### config.mk
export PLATFORM = sky130hd
export DESIGN_NAME = ahb_uart_debug_master_flat
export DESIGN_NICKNAME = d
export VERILOG_FILES = /design/src/rtl/ahb_uart_debug_master_if.sv /design/src/rtl/ahb_uart_debug_master.sv /design/src/flat_wrapper.sv
export SDC_FILE = /design/constraint.sdc
export NUM_CORES = 1
export LEC_CHECK = 0
export ABC_AREA = 1
export BUFFER_PORTS_ARGS = -buffer_cell sky130_fd_sc_hd__buf_2
export CORE_MARGIN = 2
export CORE_UTILIZATION = 53
export DETAILED_ROUTE_END_ITERATION = 8
export PLACE_DENSITY = 0.76
export SLEW_MARGIN = 15
export SYNTH_ARGS = -nofsm -noshare
export SYNTH_HDL_FRONTEND = slang
export SYNTH_SLANG_ARGS = --single-unit
### constraint.sdc
create_clock -name clk -period 1.9 [get_ports clk]
set_clock_uncertainty 0.15 [all_clocks]
set_input_delay 0.38 -clock clk [delete_from_list [all_inputs] [get_ports clk]]
set_output_delay 0.38 -clock clk [all_outputs]
set_load 0.05 [all_outputs]
### src/rtl/ahb_uart_debug_master_if.sv
// ahb_bus_if: single-layer AHB-Lite bus bundle.
//   master modport: drives haddr, hwrite, hsize, htrans, hwdata;
//                   samples hready, hresp, hrdata.
//   slave modport : the mirror image, for bus-side models and slaves.
interface ahb_bus_if;
    logic [31:0] haddr;
    logic        hwrite;
    logic [2:0]  hsize;
    logic [1:0]  htrans;
    logic [31:0] hwdata;
    logic        hready;
    logic        hresp;
    logic [31:0] hrdata;

    modport master (
        output haddr, hwrite, hsize, htrans, hwdata,
        input  hready, hresp, hrdata
    );

    modport slave (
        input  haddr, hwrite, hsize, htrans, hwdata,
        output hready, hresp, hrdata
    );
endinterface

### src/rtl/ahb_uart_debug_master.sv
// ahb_uart_debug_master: UART-to-AHB-Lite debug bridge.
// The host sends framed commands on rxd. The bridge issues one single-word
// AHB-Lite transfer per command and answers on txd.
//   Write: 57 A0..A3 D0..D3      -> 06 | 15
//   Read : 52 A0..A3             -> 06 D0..D3 | 15
// Ports:
//   clk   system clock
//   nrst  synchronous active-low reset
//   rxd   UART serial in from host
//   txd   UART serial out to host
//   abif  AHB-Lite master port (ahb_bus_if.master)
//   busy  high whenever the command FSM is not in IDLE
// The file also holds uart_rx and uart_tx, the byte-level UART engines.

// uart_rx: 8N1 receiver. It samples each bit at mid-period and pulses
// rx_done for one cycle with rx_data valid.
//   clk, nrst   clock / synchronous active-low reset
//   bit_period  clk cycles per bit
//   rxd         serial input (asynchronous, synchronised here)
//   rx_data     received byte
//   rx_done     one-cycle strobe per good frame
module uart_rx (
    input  logic        clk,
    input  logic        nrst,
    input  logic [15:0] bit_period,
    input  logic        rxd,
    output logic [7:0]  rx_data,
    output logic        rx_done
);
    logic [1:0]  sync;
    logic        active;
    logic [15:0] baud_cnt;
    logic [3:0]  bit_idx;
    logic [7:0]  shreg;
    logic        rxd_s;
    logic [15:0] half;

    assign rxd_s = sync[1];
    assign half  = bit_period >> 1;

    always_ff @(posedge clk) begin
        if (!nrst) begin
            sync     <= 2'b11;
            active   <= 1'b0;
            baud_cnt <= '0;
            bit_idx  <= '0;
            shreg    <= '0;
            rx_data  <= '0;
            rx_done  <= 1'b0;
        end else begin
            sync    <= {sync[0], rxd};
            rx_done <= 1'b0;
            if (!active) begin
                if (!rxd_s) begin
                    active   <= 1'b1;
                    baud_cnt <= '0;
                    bit_idx  <= '0;
                end
            end else begin
                baud_cnt <= (baud_cnt == bit_period - 16'd1) ? '0 : baud_cnt + 16'd1;
                if (baud_cnt == half) begin
                    bit_idx <= bit_idx + 4'd1;
                    if (bit_idx == 4'd0) begin
                        // Start bit gone high again by mid-bit: a glitch.
                        if (rxd_s) active <= 1'b0;
                    end else if (bit_idx == 4'd9) begin
                        // Return to idle at mid stop bit so the next start
                        // edge is seen; frames with a bad stop bit are dropped.
                        active <= 1'b0;
                        if (rxd_s) begin
                            rx_data <= shreg;
                            rx_done <= 1'b1;
                        end
                    end else begin
                        shreg <= {rxd_s, shreg[7:1]};
                    end
                end
            end
        end
    end
endmodule

// uart_tx: 8N1 transmitter.
//   clk, nrst   clock / synchronous active-low reset
//   bit_period  clk cycles per bit
//   tx_start    request; accepted only while tx_busy is low
//   tx_data     byte to send, sampled on acceptance
//   tx_busy     high from the cycle after acceptance until the stop bit ends
//   tx_done     one-cycle strobe at the end of the stop bit
//   txd         serial output, idles high
module uart_tx (
    input  logic        clk,
    input  logic        nrst,
    input  logic [15:0] bit_period,
    input  logic        tx_start,
    input  logic [7:0]  tx_data,
    output logic        tx_busy,
    output logic        tx_done,
    output logic        txd
);
    logic [9:0]  shreg;
    logic [15:0] baud_cnt;
    logic [3:0]  bit_idx;

    assign txd = shreg[0];

    always_ff @(posedge clk) begin
        if (!nrst) begin
            shreg    <= '1;
            tx_busy  <= 1'b0;
            tx_done  <= 1'b0;
            baud_cnt <= '0;
            bit_idx  <= '0;
        end else begin
            tx_done <= 1'b0;
            if (!tx_busy) begin
                if (tx_start) begin
                    shreg    <= {1'b1, tx_data, 1'b0};
                    tx_busy  <= 1'b1;
                    baud_cnt <= '0;
                    bit_idx  <= '0;
                end
            end else if (baud_cnt == bit_period - 16'd1) begin
                baud_cnt <= '0;
                if (bit_idx == 4'd9) begin
                    tx_busy <= 1'b0;
                    tx_done <= 1'b1;
                    shreg   <= '1;
                end else begin
                    shreg   <= {1'b1, shreg[9:1]};
                    bit_idx <= bit_idx + 4'd1;
                end
            end else begin
                baud_cnt <= baud_cnt + 16'd1;
            end
        end
    end
endmodule

module ahb_uart_debug_master #(
    parameter logic [15:0] BIT_PERIOD     = 16'd868,
    parameter logic [31:0] TIMEOUT_CYCLES = 32'd1_000_000
) (
    input  logic          clk,
    input  logic          nrst,
    input  logic          rxd,
    output logic          txd,
    ahb_bus_if.master     abif,
    output logic          busy
);
    localparam logic [7:0] OP_WRITE = 8'h57;
    localparam logic [7:0] OP_READ  = 8'h52;
    localparam logic [7:0] RSP_ACK  = 8'h06;
    localparam logic [7:0] RSP_NAK  = 8'h15;
    localparam logic [1:0] HTRANS_IDLE   = 2'b00;
    localparam logic [1:0] HTRANS_NONSEQ = 2'b10;
    localparam logic [2:0] HSIZE_WORD    = 3'b010;

    typedef enum logic [2:0] {
        IDLE,
        RX_ADDR,
        RX_DATA,
        BUS_ADDR,
        BUS_DATA,
        TX_RESP
    } state_t;

    state_t state, state_next;

    logic [7:0]  rx_data;
    logic        rx_done;
    logic        tx_start;
    logic [7:0]  tx_data;
    logic        tx_busy;
    logic        tx_done;

    logic        op_write;
    logic [1:0]  byte_cnt;
    logic [31:0] idle_cnt;
    logic [31:0] addr;
    logic [31:0] wdata;
    logic [31:0] rdata;
    logic        bus_err;
    logic        resp_nak;
    logic [2:0]  tx_idx;
    logic        tx_sent;

    logic [31:0] addr_shift;
    logic [31:0] wdata_shift;
    logic        last_byte;
    logic        timed_out;
    logic        valid_op;
    logic [2:0]  tx_last_idx;
    logic        tx_last;

    uart_rx u_rx (
        .clk        (clk),
        .nrst       (nrst),
        .bit_period (BIT_PERIOD),
        .rxd        (rxd),
        .rx_data    (rx_data),
        .rx_done    (rx_done)
    );

    uart_tx u_tx (
        .clk        (clk),
        .nrst       (nrst),
        .bit_period (BIT_PERIOD),
        .tx_start   (tx_start),
        .tx_data    (tx_data),
        .tx_busy    (tx_busy),
        .tx_done    (tx_done),
        .txd        (txd)
    );

    // Fields arrive little-endian: each new byte enters at the top.
    assign addr_shift  = {rx_data, addr[31:8]};
    assign wdata_shift = {rx_data, wdata[31:8]};
    assign last_byte   = (byte_cnt == 2'd3);
    assign timed_out   = (idle_cnt >= TIMEOUT_CYCLES);
    assign valid_op    = (rx_data == OP_WRITE) || (rx_data == OP_READ);
    assign tx_last_idx = (!op_write && !resp_nak) ? 3'd4 : 3'd0;
    assign tx_last     = (tx_idx == tx_last_idx);

    always_ff @(posedge clk) begin
        if (!nrst) state <= IDLE;
        else       state <= state_next;
    end

    always_comb begin
        state_next   = state;
        abif.htrans  = HTRANS_IDLE;
        abif.haddr   = '0;
        abif.hwrite  = 1'b0;
        abif.hsize   = '0;
        abif.hwdata  = '0;
        tx_start     = 1'b0;
        busy         = (state != IDLE);
        unique case (state)
            IDLE: begin
                if (rx_done && valid_op) state_next = RX_ADDR;
            end
            RX_ADDR: begin
                if (rx_done) begin
                    if (last_byte) begin
                        if (addr_shift[1:0] != 2'b00) state_next = TX_RESP;
                        else if (op_write)            state_next = RX_DATA;
                        else                          state_next = BUS_ADDR;
                    end
                end else if (timed_out) begin
                    state_next = IDLE;
                end
            end
            RX_DATA: begin
                if (rx_done) begin
                    if (last_byte) state_next = BUS_ADDR;
                end else if (timed_out) begin
                    state_next = IDLE;
                end
            end
            BUS_ADDR: begin
                abif.htrans = HTRANS_NONSEQ;
                abif.haddr  = addr;
                abif.hwrite = op_write;
                abif.hsize  = HSIZE_WORD;
                if (abif.hready) state_next = BUS_DATA;
            end
            BUS_DATA: begin
                if (op_write) abif.hwdata = wdata;
                if (abif.hready) state_next = TX_RESP;
            end
            TX_RESP: begin
                tx_start = !tx_sent;
                if (tx_sent && tx_done && tx_last) state_next = IDLE;
            end
            default: state_next = IDLE;
        endcase
    end

    always_comb begin
        tx_data = '0;
        case (tx_idx)
            3'd0:    tx_data = resp_nak ? RSP_NAK : RSP_ACK;
            3'd1:    tx_data = rdata[7:0];
            3'd2:    tx_data = rdata[15:8];
            3'd3:    tx_data = rdata[23:16];
            3'd4:    tx_data = rdata[31:24];
            default: tx_data = '0;
        endcase
    end

    always_ff @(posedge clk) begin
        if (!nrst) begin
            op_write <= 1'b0;
            byte_cnt <= '0;
            idle_cnt <= '0;
            addr     <= '0;
            wdata    <= '0;
            rdata    <= '0;
            bus_err  <= 1'b0;
            resp_nak <= 1'b0;
            tx_idx   <= '0;
            tx_sent  <= 1'b0;
        end else begin
            if (state != TX_RESP) begin
                tx_idx  <= '0;
                tx_sent <= 1'b0;
            end
            case (state)
                IDLE: begin
                    if (rx_done && valid_op) begin
                        op_write <= (rx_data == OP_WRITE);
                        byte_cnt <= '0;
                        idle_cnt <= '0;
                        bus_err  <= 1'b0;
                        resp_nak <= 1'b0;
                    end
                end
                RX_ADDR, RX_DATA: begin
                    if (rx_done) begin
                        // byte_cnt wraps 3->0, so RX_DATA starts counting afresh.
                        byte_cnt <= byte_cnt + 2'd1;
                        idle_cnt <= '0;
                        if (state == RX_ADDR) begin
                            addr <= addr_shift;
                            if (last_byte && (addr_shift[1:0] != 2'b00)) resp_nak <= 1'b1;
                        end else begin
                            wdata <= wdata_shift;
                        end
                    end else begin
                        idle_cnt <= idle_cnt + 32'd1;
                    end
                end
                BUS_DATA: begin
                    if (abif.hresp) bus_err <= 1'b1;
                    if (abif.hready) begin
                        if (!op_write) rdata <= abif.hrdata;
                        resp_nak <= bus_err | abif.hresp;
                    end
                end
                TX_RESP: begin
                    // tx_start is held until uart_tx reports busy, then the
                    // byte is counted as sent once tx_done arrives.
                    if (!tx_sent) begin
                        if (tx_busy) tx_sent <= 1'b1;
                    end else if (tx_done) begin
                        tx_sent <= 1'b0;
                        tx_idx  <= tx_idx + 3'd1;
                    end
                end
                default: ;
            endcase
        end
    end
endmodule

### src/flat_wrapper.sv
// flat-port wrapper written by rule: the top's interface ports become plain ports
module ahb_uart_debug_master_flat 
#(
    parameter logic [15:0] BIT_PERIOD     = 16'd868,
    parameter logic [31:0] TIMEOUT_CYCLES = 32'd1_000_000
)
  (clk, nrst, rxd, txd, busy, abif_haddr, abif_hwrite, abif_hsize, abif_htrans, abif_hwdata, abif_hready, abif_hresp, abif_hrdata);
  ahb_bus_if abif_i ();
  input  logic clk;
  input  logic nrst;
  input  logic rxd;
  output logic txd;
  output logic busy;
  output wire logic [$bits(abif_i.haddr)-1:0] abif_haddr;
  output wire logic [$bits(abif_i.hwrite)-1:0] abif_hwrite;
  output wire logic [$bits(abif_i.hsize)-1:0] abif_hsize;
  output wire logic [$bits(abif_i.htrans)-1:0] abif_htrans;
  output wire logic [$bits(abif_i.hwdata)-1:0] abif_hwdata;
  input wire logic [$bits(abif_i.hready)-1:0] abif_hready;
  input wire logic [$bits(abif_i.hresp)-1:0] abif_hresp;
  input wire logic [$bits(abif_i.hrdata)-1:0] abif_hrdata;
  assign abif_haddr = abif_i.haddr;
  assign abif_hwrite = abif_i.hwrite;
  assign abif_hsize = abif_i.hsize;
  assign abif_htrans = abif_i.htrans;
  assign abif_hwdata = abif_i.hwdata;
  assign abif_i.hready = abif_hready;
  assign abif_i.hresp = abif_hresp;
  assign abif_i.hrdata = abif_hrdata;
  ahb_uart_debug_master #(.BIT_PERIOD(BIT_PERIOD), .TIMEOUT_CYCLES(TIMEOUT_CYCLES)) u_core (.clk(clk), .nrst(nrst), .rxd(rxd), .txd(txd), .abif(abif_i), .busy(busy));
endmodule
# ---- After elaboration in Yosys (flattened, before gate mapping)
# Index checks and enable logic that the tools add are counted.
dict set report word_totals {
  wordCells 180
  input_bits 37
  regBits 212
}
dict set report op_classes {
  n_reduce_logical 35
  bitwise_logic 8
  eq_ne 33
  magnitude_cmp 1
  add_sub_neg 7
  mux 73
}
# op count
set ops {}
lappend ops {{$mux 32} 5}
lappend ops {{$mux 16} 6}
lappend ops {{$pmux 32 s2} 1}
lappend ops {{$mux 3} 15}
lappend ops {{$pmux 8 s5} 1}
lappend ops {{$add 16x1->16 const B} 2}
lappend ops {{$add 32x1->32 const B} 1}
lappend ops {{$eq 16x10->1 const B} 2}
lappend ops {{$ge 32x20->1 const B} 1}
lappend ops {{$mux 10} 3}
lappend ops {{$mux 4} 7}
lappend ops {{$mux 1} 25}
lappend ops {{$reduce_and 3->1} 7}
lappend ops {{$pmux 3 s6} 1}
lappend ops {{$eq 16x9->1 const B} 1}
lappend ops {{$eq 8x7->1 const B} 2}
lappend ops {{$ne 2x1->1 const B} 7}
lappend ops {{$eq 3x2->1 const B} 4}
lappend ops {{$reduce_and 6->1} 2}
lappend ops {{$ne 2x2->1 const B} 5}
lappend ops {{$eq 3x3->1 const B} 3}
lappend ops {{$mux 9} 1}
lappend ops {{$add 4x1->4 const B} 2}
lappend ops {{$eq 4x4->1 const B} 2}
lappend ops {{other kinds (26)} 51}

# ---- Longest topological paths before layout
# Gate-level depths: netlist of run 1.
dict set report depth {
  depth_word 7
  depth_mapped 13
  depth_no_buf 13
}

# ---- Hierarchy
# A second synthesis of run 1 with hierarchy kept.
dict set report unflattened {
  cells_unflattened 1810
  area_unflattened_um2 11896.4
}
# module area_each_um2 cells_each instances
set modules_own_cells {}
lappend modules_own_cells {ahb_uart_debug_master 6667.6 982 1}
lappend modules_own_cells {uart_rx 2880.3 462 1}
lappend modules_own_cells {uart_tx 2348.5 366 1}

# ---- Least setup slack after synthesis of run 1
# OpenSTA, ideal clock, no wires.
dict set report synth_timing {
  path_type {register -> output}
  start {register u_core.state[0]}
  end {output port abif_haddr[10]}
  required_ps 1370
  stages_incl_launch_ff 6
  path_slack_ps -1731
  t_arrival_ps 3101
  cell_sequence {dfxtp_1 inv_2 nor3_1 clkinv_1 clkbuf_1 nor2_1}
}
dict set report synth_via {
  elab_chain_cells 2
}
# item line_no
set synth_lines {}
lappend synth_lines {{start, declared} ahb_uart_debug_master.sv:168} ;# state_t state, state_next;
lappend synth_lines {{start signal, assigned} ahb_uart_debug_master.sv:227} ;# else state <= state_next;
lappend synth_lines {{$eq 3x2->1} ahb_uart_debug_master.sv:239} ;# unique case (state)
lappend synth_lines {{$mux 32} ahb_uart_debug_master.sv:239}
lappend synth_lines {{end, declared} flat_wrapper.sv:14} ;# output wire logic [$bits(abif_i.haddr)-1:0] abif_haddr;
# Every way passes these cells.

# ---- Worst setup path after layout of run 1
dict set report layout_timing {
  start {register u_core.state[1]}
  end {output port abif_haddr[31]}
}
# Same word-level chain as after synthesis.

==> results of run 1 <==
-- final cells by class --
| type | instances | area, um2 | share of cell area (%) |
|---|---|---|---|
| repair buffers | 245 | 2420 | 17.2 |
| clock inverters | 11 | 124 | 0.882 |
| well taps | 234 | 293 | 2.08 |
| multi-input cells | 980 | 5580 | 39.7 |
| flip-flops and latches | 211 | 4260 | 30.3 |
| clock buffers | 33 | 684 | 4.87 |
| diodes | 1 | 2.50 | 0.0178 |
| inverters | 177 | 691 | 4.92 |
-- cell usage in the layout (no fill, tap or decap), drive strengths merged, types with 5 or more instances in the layout --
| master | count |
|---|---|
| nor2 | 230 |
| o21ai | 155 |
| nor4 | 7 |
| a21oi | 153 |
| nand3 | 75 |
| dlygate4sd3 | 33 |
| nand4 | 23 |
| ha | 16 |
| inv | 176 |
| or2 | 6 |
| buf | 209 |
| clkbuf | 36 |
| nand2 | 219 |
| nor3 | 38 |
| dfxtp | 211 |
| o21a | 5 |
| xnor2 | 5 |
| a211oi | 8 |
| xor2 | 8 |
| clkinv | 10 |
-- flip-flops by register name, summed over array words and instances, names as in the netlist, 2 cells and up --
| name | cells |
|---|---|
| u_core.rdata | 32 |
| u_core.u_tx.shreg | 9 |
| u_core.u_rx.bit_idx | 4 |
| u_core.wdata | 32 |
| u_core.u_tx.baud_cnt | 16 |
| u_core.u_rx.baud_cnt | 16 |
| u_core.state | 3 |
| u_core.byte_cnt | 2 |
| u_core.tx_idx | 3 |
| u_core.u_tx.bit_idx | 4 |
| u_core.u_rx.shreg | 8 |
| u_core.u_rx.rx_data | 8 |
| u_core.u_rx.sync | 2 |
| u_core.addr | 32 |
| u_core.idle_cnt | 32 |
-- cells in the mapped netlist (2+ instances only) --
cell,instances,area (um2)
buf_4,9,67.6
xor2_1,8,70.1
nor2_4,4,45.0
nor2_2,8,50.1
nand2_2,5,31.3
o211a_1,2,20.0
a31oi_1,3,18.8
a221oi_1,3,26.3
o21a_1,5,37.5
nand2_4,2,22.5
nor3_2,6,60.1
o211ai_1,4,30.0
a211oi_1,7,52.6
o21bai_1,2,15.0
nor2_1,218,818
ha_1,16,200
buf_1,5,18.8
o21ai_0,154,771
nand2_1,212,796
nand3_1,72,360
nor4_1,7,43.8
nor3_1,32,160
a21o_1,2,15.0
buf_6,3,33.8
inv_1,163,612
dfxtp_1,211,4220
clkbuf_1,39,146
xnor2_1,5,43.8
a21oi_1,152,761
clkinv_1,3,11.3
or2_2,6,37.5
a22o_1,3,26.3
inv_2,10,37.5
buf_2,8,40.0
o31ai_1,3,22.5
nand4_1,23,144
and3_1,2,12.5
nand3_2,3,30.0
-- metrics by stage --
step / worst slack [ps] / instances / total power (W) / utilization (%) / cell area, um2
6_report: -405 / 1892 / 0.00942 / 75.4 / 14100
5_1_grt: -463 / 1892 / 0.00968 / 75.4 / 14100
4_1_cts: -378 / 1874 / 0.00943 / 72.0 / 13400
3_5_place_dp: -6.01 / 1788 / 0.00473 / 62.0 / 11600
3_3_place_gp: 72.2 / 1788 / 0.00473 / 62.0 / 11600
2_1_floorplan: -355 / 1434 / 0.00465 / - / 10400
-- power by group --
group          switching, W  internal (W)  leakage, nW
combinational      0.000160      0.000118         3.19
clock               0.00191       0.00280        0.404
sequential       0.00000402       0.00442         1.71
-- worst paths after layout --
check | from | endpoint | slack [ps] | cells after the start
setup / recovery | u_core.state[1]$_SDFFE_PN0P_ | abif_haddr[31] | -410 | 6
hold / removal | abif_hrdata[9] | u_core.rdata[9]$_SDFFE_PN0P_ | 20 | 3
setup reg to reg | u_core.state[0]$_SDFFE_PN0P_ | u_core.wdata[17]$_SDFFE_PN0P_ | -50 | 9
hold reg to reg | u_core.u_rx.sync[0]$_SDFF_PN1_ | u_core.u_rx.sync[1]$_SDFF_PN1_ | 260 | 1
-- repair_timing --
item                       4_1_cts  5_1_grt
setup endpoints to repair       70      178
buffers inserted                 8       16
hold endpoints to repair        33        0
pin swaps                        5       31
gates resized for setup        196      148
hold buffers                    33        0
cloned                           2        3
-- critical path: cells and delay by family, from the launching register on --
kind / cells / cell delay, ps
DFF: 1 / 350
buffers and inverters: 4 / 540
and+or+nand+nor: 2 / 350
-- kinds of logic (layout without fill, tap and decap cells) --
group           after synthesis  count (layout)
simple gates                601             601
compound gates              347             347
buf+inv                     243             466
flops                       211             211
fa+ha+maj                    16              16
xor+xnor                     13              13
other cells                   1               4
-- per-layer routing --
metal	vias up	part of all wire, %	global-route usage, %
li1	5099	-	-
met1	4850	42	34.3
met2	359	50	47.3
met3	82	5.1	3.64
met4	0	3.0	8.37
met5	-	0	0
==> metrics, run 1 <==
status finished with violations; violated checks negative setup slack; post-synthesis mux area share 0%; Clk Tree Root Cell clkbuf_16; full die area 20000 um2; TritonCTS sink count 211; CTS tree done; clock-pin slew on the worst setup and hold paths 60 ps; clk_lat worst skew 530 ps; final setup vio count 74; Initial Util 53.7%; Rows 50; Max-Cap Viols 0; Crit. End Element output pin; final hold slack 18.1 ps; nets@finish 1692; first-pass GRT wire length 45200 um; Synth Area in Compound Gates 18.6%; CTS Buf Count 24; Arr. time, crit path 1780 ps; Final Cycle Share 121%; Crit-path slowest cell dfxtp_2; CP required 1370 ps; initial antenna violation count 1; DR pass1 iterations 7; Vias/cell 5.49; RSZ-0062 raised after global routing true; Cell Pwr Density 670 nW/um2; Yosys reg bits 211; Synth Area in XOR/XNOR 1.14%; Syn Inst Count 1432; share of cells above drive strength 1 26.9%; total wire length 29400 um; Slew Limit Fails 0; hpwl dp 16600 um; fmax 434 MHz; Synth warnings 0; Initial DRC Count 758; largest stage delay on the critical path 350 ps; Synth Area in Simple Gates 26.2%; sequential fraction of the synthesis area 42.2%; Cell Chain, Critical Path inv_4, nor3_4, clkinv_4, buf_12, nor2_2, buf_6; synth unique cells 50; final worst slack -405 ps; setup_tns -23250 ps; Layout area overhead 40.3%; fill cell count 1247; # IOs 109; crit start category register; vias post-DR 10400; # H-tree levels 1; final hold violations 0; CP Class reg2out; total gr overflow 0; Max VDD drop 0.000719 V; core area 18600 um2; GRT Overall Usage 26.9%; Final Wtd Congestion 0.920; vias in the first global route 9563; number of flops mapped to enable cells by yosys 0; async set or reset register ratio after synthesis 0%; Hold Path Class in2reg; PortBufs 105; area share of fa/ha/maj cells after synthesis 2.00%; crit-path max FO 15; Synth Cell Area 10000 um2; DRC Markers 0; static leakage 5.30 nW; Final min period 2310 ps; Final ANT Viol Nets 0; Die Height 141 um; syn_area_per_cell 6.99 um2; die extent in x 141 um; largest family of logic cells by synthesized area simple AND/OR/NAND/NOR gates; Clock Tree Buf Depth 3; Synth Flop Type dfxtp_1; Routed WL per cell 15.6 um; largest net degree at the start of global routing 81
(Power assumes the default switching activity.)
==> run 2: changes to the inputs <==
--- a/config.mk
+++ b/config.mk
@@ -10,8 +10,9 @@
 export CORE_MARGIN = 2
 export CORE_UTILIZATION = 53
 export DETAILED_ROUTE_END_ITERATION = 8
-export PLACE_DENSITY = 0.76
-export SLEW_MARGIN = 15
+export MAX_ROUTING_LAYER = met4
+export PLACE_DENSITY = 0.78
+export SLEW_MARGIN = 5
 export SYNTH_ARGS = -nofsm -noshare
 export SYNTH_HDL_FRONTEND = slang
 export SYNTH_SLANG_ARGS = --single-unit
==> run 2 against run 1 <==
The flow still finishes with violations (negative setup slack). Sequential share of layout area is 0.81 points lower. Maximum frequency fell by 3.2%. Non-clock buffer count increased by 4. Routed wire length up 5.1%. Clock power is essentially flat. Power shrank 0.33%. Die area unchanged. Final area grew 2.9%. Via count is 1.7% higher. Worst hold slack improved by 2.2 ps. Global-route usage is 0.38 points lower. Critical path depth unchanged. Critical path type unchanged. Largest cell class unchanged.
==> metrics, run 2 (synthesis gave the netlist of run 1 again) <==
die extent in x 141 um (unchanged); Die Height 141 um (unchanged); initial antenna violation count 1 (unchanged); min-delay src abif_hrdata[9]; Vias/cell 5.59 (+1.8%); # H-tree levels 1 (unchanged); Arr. time, crit path 1850 ps (+70 ps); PortBufs 105 (unchanged); commonest non-fill, non-tap cells in the layout nand2_1, dfxtp_1, inv_1; largest stage delay on the critical path 360 ps (about the same); Max VDD drop 0.000829 V (+15%); Cell Pwr Density 649 nW/um2 (-3.1%); final worst slack -481 ps (-75.9 ps); Cell Chain, Critical Path inv_4, nor3_4, clkinv_4, clkbuf_16, nor2_4, buf_8; r2r endpoint u_core.state[1]$_SDFFE_PN0P_; Layout area overhead 44.4%; violated checks negative setup slack; worst slack, placed 9.96 ps (+16.0 ps); vias post-DR 10600 (+1.7%); Routed WL per cell 16.4 um (+5.2%); static leakage 5.41 nW (+2.1%); Initial DRC Count 841 (+11%); crit start category register; nets@finish 1695 (+0.18%); RR Startpoint u_core.state[0]$_SDFFE_PN0P_; path depth of the worst reg2reg path 10 (+1); Initial Util 53.7% (unchanged); RSZ-0062 raised after global routing true; r2r setup slk -110 ps (-60 ps); worst setup path start u_core.state[0]$_SDFFE_PN0P_; CTS Buf Count 22 (-8.3%); Final Cycle Share 125% (+4.0 points); Final min period 2380 ps (+75.9 ps); # IOs 109 (unchanged); share of cells above drive strength 1 28.5% (+1.6 points); largest net degree at the start of global routing 65 (-20%); Crit-path slowest cell dfxtp_2; DR pass1 iterations 5 (-2); most common cell after layout, fill and taps aside nand2_1; fmax 420 MHz (-3.2%); crit-path max FO 8 (-7); worst hold path cell count 3 (unchanged); total wire length 30900 um (+5.1%); clock-pin slew on the worst setup and hold paths 70 ps (about the same); clk_lat worst skew 520 ps (about the same); Max-Cap Viols 0 (unchanged); TritonCTS sink count 211 (unchanged); DRC Markers 0 (unchanged); Rows 50 (unchanged); hpwl dp 16500 um (-0.35%); total gr overflow 0 (unchanged); final hold violations 0 (unchanged); Clock Tree Buf Depth 3 (unchanged); Clk Tree Root Cell clkbuf_16; CP Class reg2out; first-pass GRT wire length 43400 um (-4.0%); CP required 1370 ps (about the same); Hold Path Class in2reg; GRT Overall Usage 26.5% (-0.38 points); full die area 20000 um2 (unchanged); Slew Limit Fails 0 (unchanged); Final ANT Viol Nets 0 (unchanged); Crit. End Element output pin; Final Wtd Congestion 0.906 (-1.5%); vias in the first global route 9554 (-0.094%); end of the worst hold path u_core.rdata[9]$_SDFFE_PN0P_; Tot Pwr 0.00939 W (-0.33%); core area 18600 um2 (unchanged); final setup vio count 82 (+11%); status finished with violations; CTS tree done
run 2: cell types whose count changed in the layout (fill, tap and decap cells not counted), sizes merged:
cell / before / now
clkbuf: 36 / 37
bufinv: 2 / 4
clkinv: 10 / 8
clkinvlp: 0 / 1
inv: 176 / 174
dlygate4sd3: 33 / 31
run 2: what timing repair did:
item | 4_1_cts | 5_1_grt
setup endpoints to repair | 71 | 165
setup buffers | 5 | 23
pin swaps | 1 | 38
hold endpoints to repair | 31 | 0
resized for setup | 146 | 255
gates cloned | 1 | 12
hold buffers | 31 | 0
run 2: worst max path at each step:
stage | end | slack [ps] | depth (start not counted)
floorplan | abif_haddr[10] | -350 | 5
global placement | u_core.idle_cnt[18]$_SDFFE_PN0P_ | 60 | 8
detailed placement | u_core.u_rx.baud_cnt[14]$_SDFFE_PN0P_ | 10 | 8
CTS | abif_hwrite | -420 | 6
global route | abif_haddr[17] | -540 | 6
finish | abif_haddr[17] | -480 | 6
run 2: cell type report:
type                            instances  area, um2
Timing Repair Buffer                  249       2610
Inverter                              177        712
Clock inverter                          9        156
Clock buffer                           28        623
Sequential cell                       211       4260
Timing Repair inverter                  1       6.26
Tap cell                              234        293
Antenna cell                            1       2.50
Fill cell                            1148       4180
Multi-Input combinational cell        980       5800
run 2: metal layers:
metal / GRT usage [%] / vias up / wire (um)
li1: - / 5103 / -
met1: 32.2 / 4940 / 12500
met2: 45.7 / 431 / 15700
met3: 3.10 / 89 / 1740
met4: 9.47 / 0 / 992
met5: - / - / 0
run 2: critical path, delay by kind of cell (launching register included):
kind                   cells  cell delay, ps
buffers and inverters      4             610
AND/OR/NAND/NOR            2             340
flip-flops                 1             360
run 2: metrics by stage:
step	instance area (um2)	hold WS, ps	std cells	setup TNS, ps	util [%]
floorplan	10400	243	1434	-19730	-
global placement	11500	244	1784	0	61.8
detailed placement	11500	255	1784	0	61.8
CTS	13100	1.54	1857	-25480	70.3
global route	14500	18.8	1890	-36310	77.6
finish	14500	20.4	1890	-28710	77.6
run 2: power by group:
group          internal (W)  leakage (nW)  switching [W]
clock               0.00285         0.387        0.00182
sequential          0.00442          1.71     0.00000424
combinational      0.000121          3.31       0.000167
==> run 3: changes to the inputs <==
--- a/config.mk
+++ b/config.mk
@@ -7,6 +7,7 @@
 export LEC_CHECK = 0
 export ABC_AREA = 1
 export BUFFER_PORTS_ARGS = -buffer_cell sky130_fd_sc_hd__buf_2
+export CORE_ASPECT_RATIO = 1.5
 export CORE_MARGIN = 2
 export CORE_UTILIZATION = 53
 export DETAILED_ROUTE_END_ITERATION = 8
==> run 3 against run 2 <==
The flow still finishes with violations (negative setup slack). Non-clock buffer count fell by 2. Worst setup slack gained 64 ps. Final area shrank 4.3%. Highest routed layer unchanged. Critical path depth did not move. Global-route usage increased by 1.7 points. Power down 6.0%. Critical endpoint is now abif_haddr[26]. Via count decreased by 1.3%. Largest power group is now registers.
==> metrics, run 3 (synthesis gave the netlist of run 1 again) <==
clk_lat worst skew 500 ps (-20 ps); # H-tree levels 1 (unchanged); vias in the first global route 9979 (+4.4%); Rows 61 (+22%); final hold violations 0 (unchanged); Final min period 2320 ps (-63.9 ps); Clk Tree Root Cell clkbuf_16; Die Height 172 um (+22%); Final Cycle Share 122% (-3.4 points); Switching Share 21.5% (+0.22 points); final setup vio count 90 (+9.8%); Tot Pwr 0.00882 W (-6.0%); total wire length 29300 um (-5.3%); CP required 1370 ps (about the same); DR pass1 iterations 5 (unchanged); largest net degree at the start of global routing 65 (unchanged); clock-pin slew on the worst setup and hold paths 60 ps (about the same); full die area 20000 um2 (+0.11%); PortBufs 105 (unchanged); first-pass GRT wire length 45500 um (+5.0%); worst hold path cell count 3 (unchanged); CP Class reg2out; Psw 0.00189 W (-5.1%); Vias/cell 5.48 (-1.9%); most common cell after layout, fill and taps aside nand2_1; r2r endpoint u_core.idle_cnt[6]$_SDFFE_PN0P_; CTS Buf Count 20 (-9.1%); GRT Overall Usage 28.3% (+1.7 points); Clock Tree Buf Depth 3 (unchanged); Slew Limit Fails 0 (unchanged); # IOs 109 (unchanged); Max VDD drop 0.000562 V (-32%); RSZ-0062 raised after global routing true; worst slack, placed 17.3 ps (+7.33 ps); violated checks negative setup slack; end of the worst hold path u_core.rdata[9]$_SDFFE_PN0P_; hpwl dp 17600 um (+6.5%); final worst slack -417 ps (+63.9 ps); RR Startpoint u_core.state[1]$_SDFFE_PN0P_; Int Pwr 0.00693 W (-6.3%); static leakage 5.21 nW (-3.7%); CTS tree done; largest stage delay on the critical path 380 ps (+20 ps); crit start category register; Final ANT Viol Nets 0 (unchanged); Crit. End Element output pin; Initial Util 54.0% (+0.28 points); Layout area overhead 38.2%; DRC Markers 0 (unchanged); status finished with violations; Initial DRC Count 786 (-6.5%); Cell Chain, Critical Path inv_4, nor3_4, clkinv_4, buf_12, nor2_4, buf_8; Combinational Power Share 3.3% (+0.2 points); Routed WL per cell 15.4 um (-5.8%); Arr. time, crit path 1790 ps (-60 ps); core area 18500 um2 (-0.52%); Max-Cap Viols 0 (unchanged); Hold Path Class in2reg; TritonCTS sink count 211 (unchanged); clock power share 46.5% (-3.3 points); Cell Pwr Density 637 nW/um2 (-1.8%); nets@finish 1691 (-0.24%); CP bufs+invs 4 (unchanged); die extent in x 116 um (-18%); crit-path max FO 18 (+10); share of power burned in registers 50.2% (+3.1 points); path depth of the worst reg2reg path 14 (+4); share of cells above drive strength 1 25.6% (-2.9 points); vias post-DR 10400 (-1.3%); min-delay src abif_hrdata[9]; family with the most delay on the worst path buffers and inverters; commonest non-fill, non-tap cells in the layout nand2_1, dfxtp_1, inv_1; initial antenna violation count 1 (unchanged); total gr overflow 0 (unchanged); fmax 432 MHz (+2.8%); Final Wtd Congestion 0.926 (+2.3%); r2r setup slk -120 ps (about the same); Crit-path slowest cell dfxtp_2
[run 3: what timing repair did]
item | in CTS | in global routing
setup buffers | 7 | 18
hold buffers | 32 | 0
resized for setup | 190 | 133
gates cloned | 2 | 3
endpoints found under the hold margin | 32 | 0
endpoints found under the setup margin | 68 | 179
pin swaps | 3 | 21
[run 3: cell type report]
cell class / instances / area (um2)
diodes: 1 / 2.50
clock buffers: 22 / 518
clock inverters: 9 / 136
fillers: 1261 / 4710
inverters: 177 / 683
multi-input cells: 980 / 5510
flip-flops and latches: 211 / 4240
well taps: 252 / 315
repair buffers: 247 / 2420
repair inverters: 1 / 6.26
[run 3: power by group through the flow]
stage	logic [W]	clock network (W)	registers, W
global placement	0.000199	0	0.00453
floorplan	0.000122	0	0.00453
finish	0.000290	0.00410	0.00443
CTS	0.000253	0.00414	0.00443
global route	0.000313	0.00434	0.00442
detailed placement	0.000200	0	0.00453
[run 3: worst max-delay path by stage]
stage               slack [ps]                            start  cells past startpoint                          endpoint
finish                    -420     u_core.state[1]$_SDFFE_PN0P_                      6                    abif_haddr[26]
global route              -480     u_core.state[1]$_SDFFE_PN0P_                      6                    abif_haddr[26]
CTS                       -360     u_core.state[0]$_SDFFE_PN0P_                      6                    abif_haddr[11]
detailed placement          20  u_core.idle_cnt[6]$_SDFFE_PN0P_                     10  u_core.idle_cnt[15]$_SDFFE_PN0P_
global placement            60     u_core.state[0]$_SDFFE_PN0P_                     12   u_core.idle_cnt[6]$_SDFFE_PN0P_
floorplan                 -350     u_core.state[1]$_SDFFE_PN0P_                      5                    abif_haddr[10]
[run 3: worst min-delay path, delay by kind of cell]
family	cells	cell delay, ps
compound gates	2	200
buf+inv	1	80
[run 3: per-layer routing]
metal	track usage (%)	up-vias	part of all wire [%]	wire, um
met5	-	-	0	0
met4	11.7	0	4.3	1250
met3	2.91	101	4.2	1220
met2	52.4	391	54	15800
met1	30.2	4838	38	11100
li1	-	5091	-	-
[run 3: per-stage QoR]
step / cell area (um2) / utilization [%] / setup TNS, ps / hold slack, ps / std cells
final: 13800 / 74.6 / -26030 / 46.6 / 1900
after global routing: 13800 / 74.6 / -33680 / 75.3 / 1900
after CTS: 13200 / 71.4 / -21250 / 11.7 / 1879
after detailed placement: 11600 / 62.4 / 0 / 248 / 1808
after global placement: 11600 / 62.4 / 0 / 245 / 1808
after floorplan: 10400 / - / -19730 / 243 / 1434
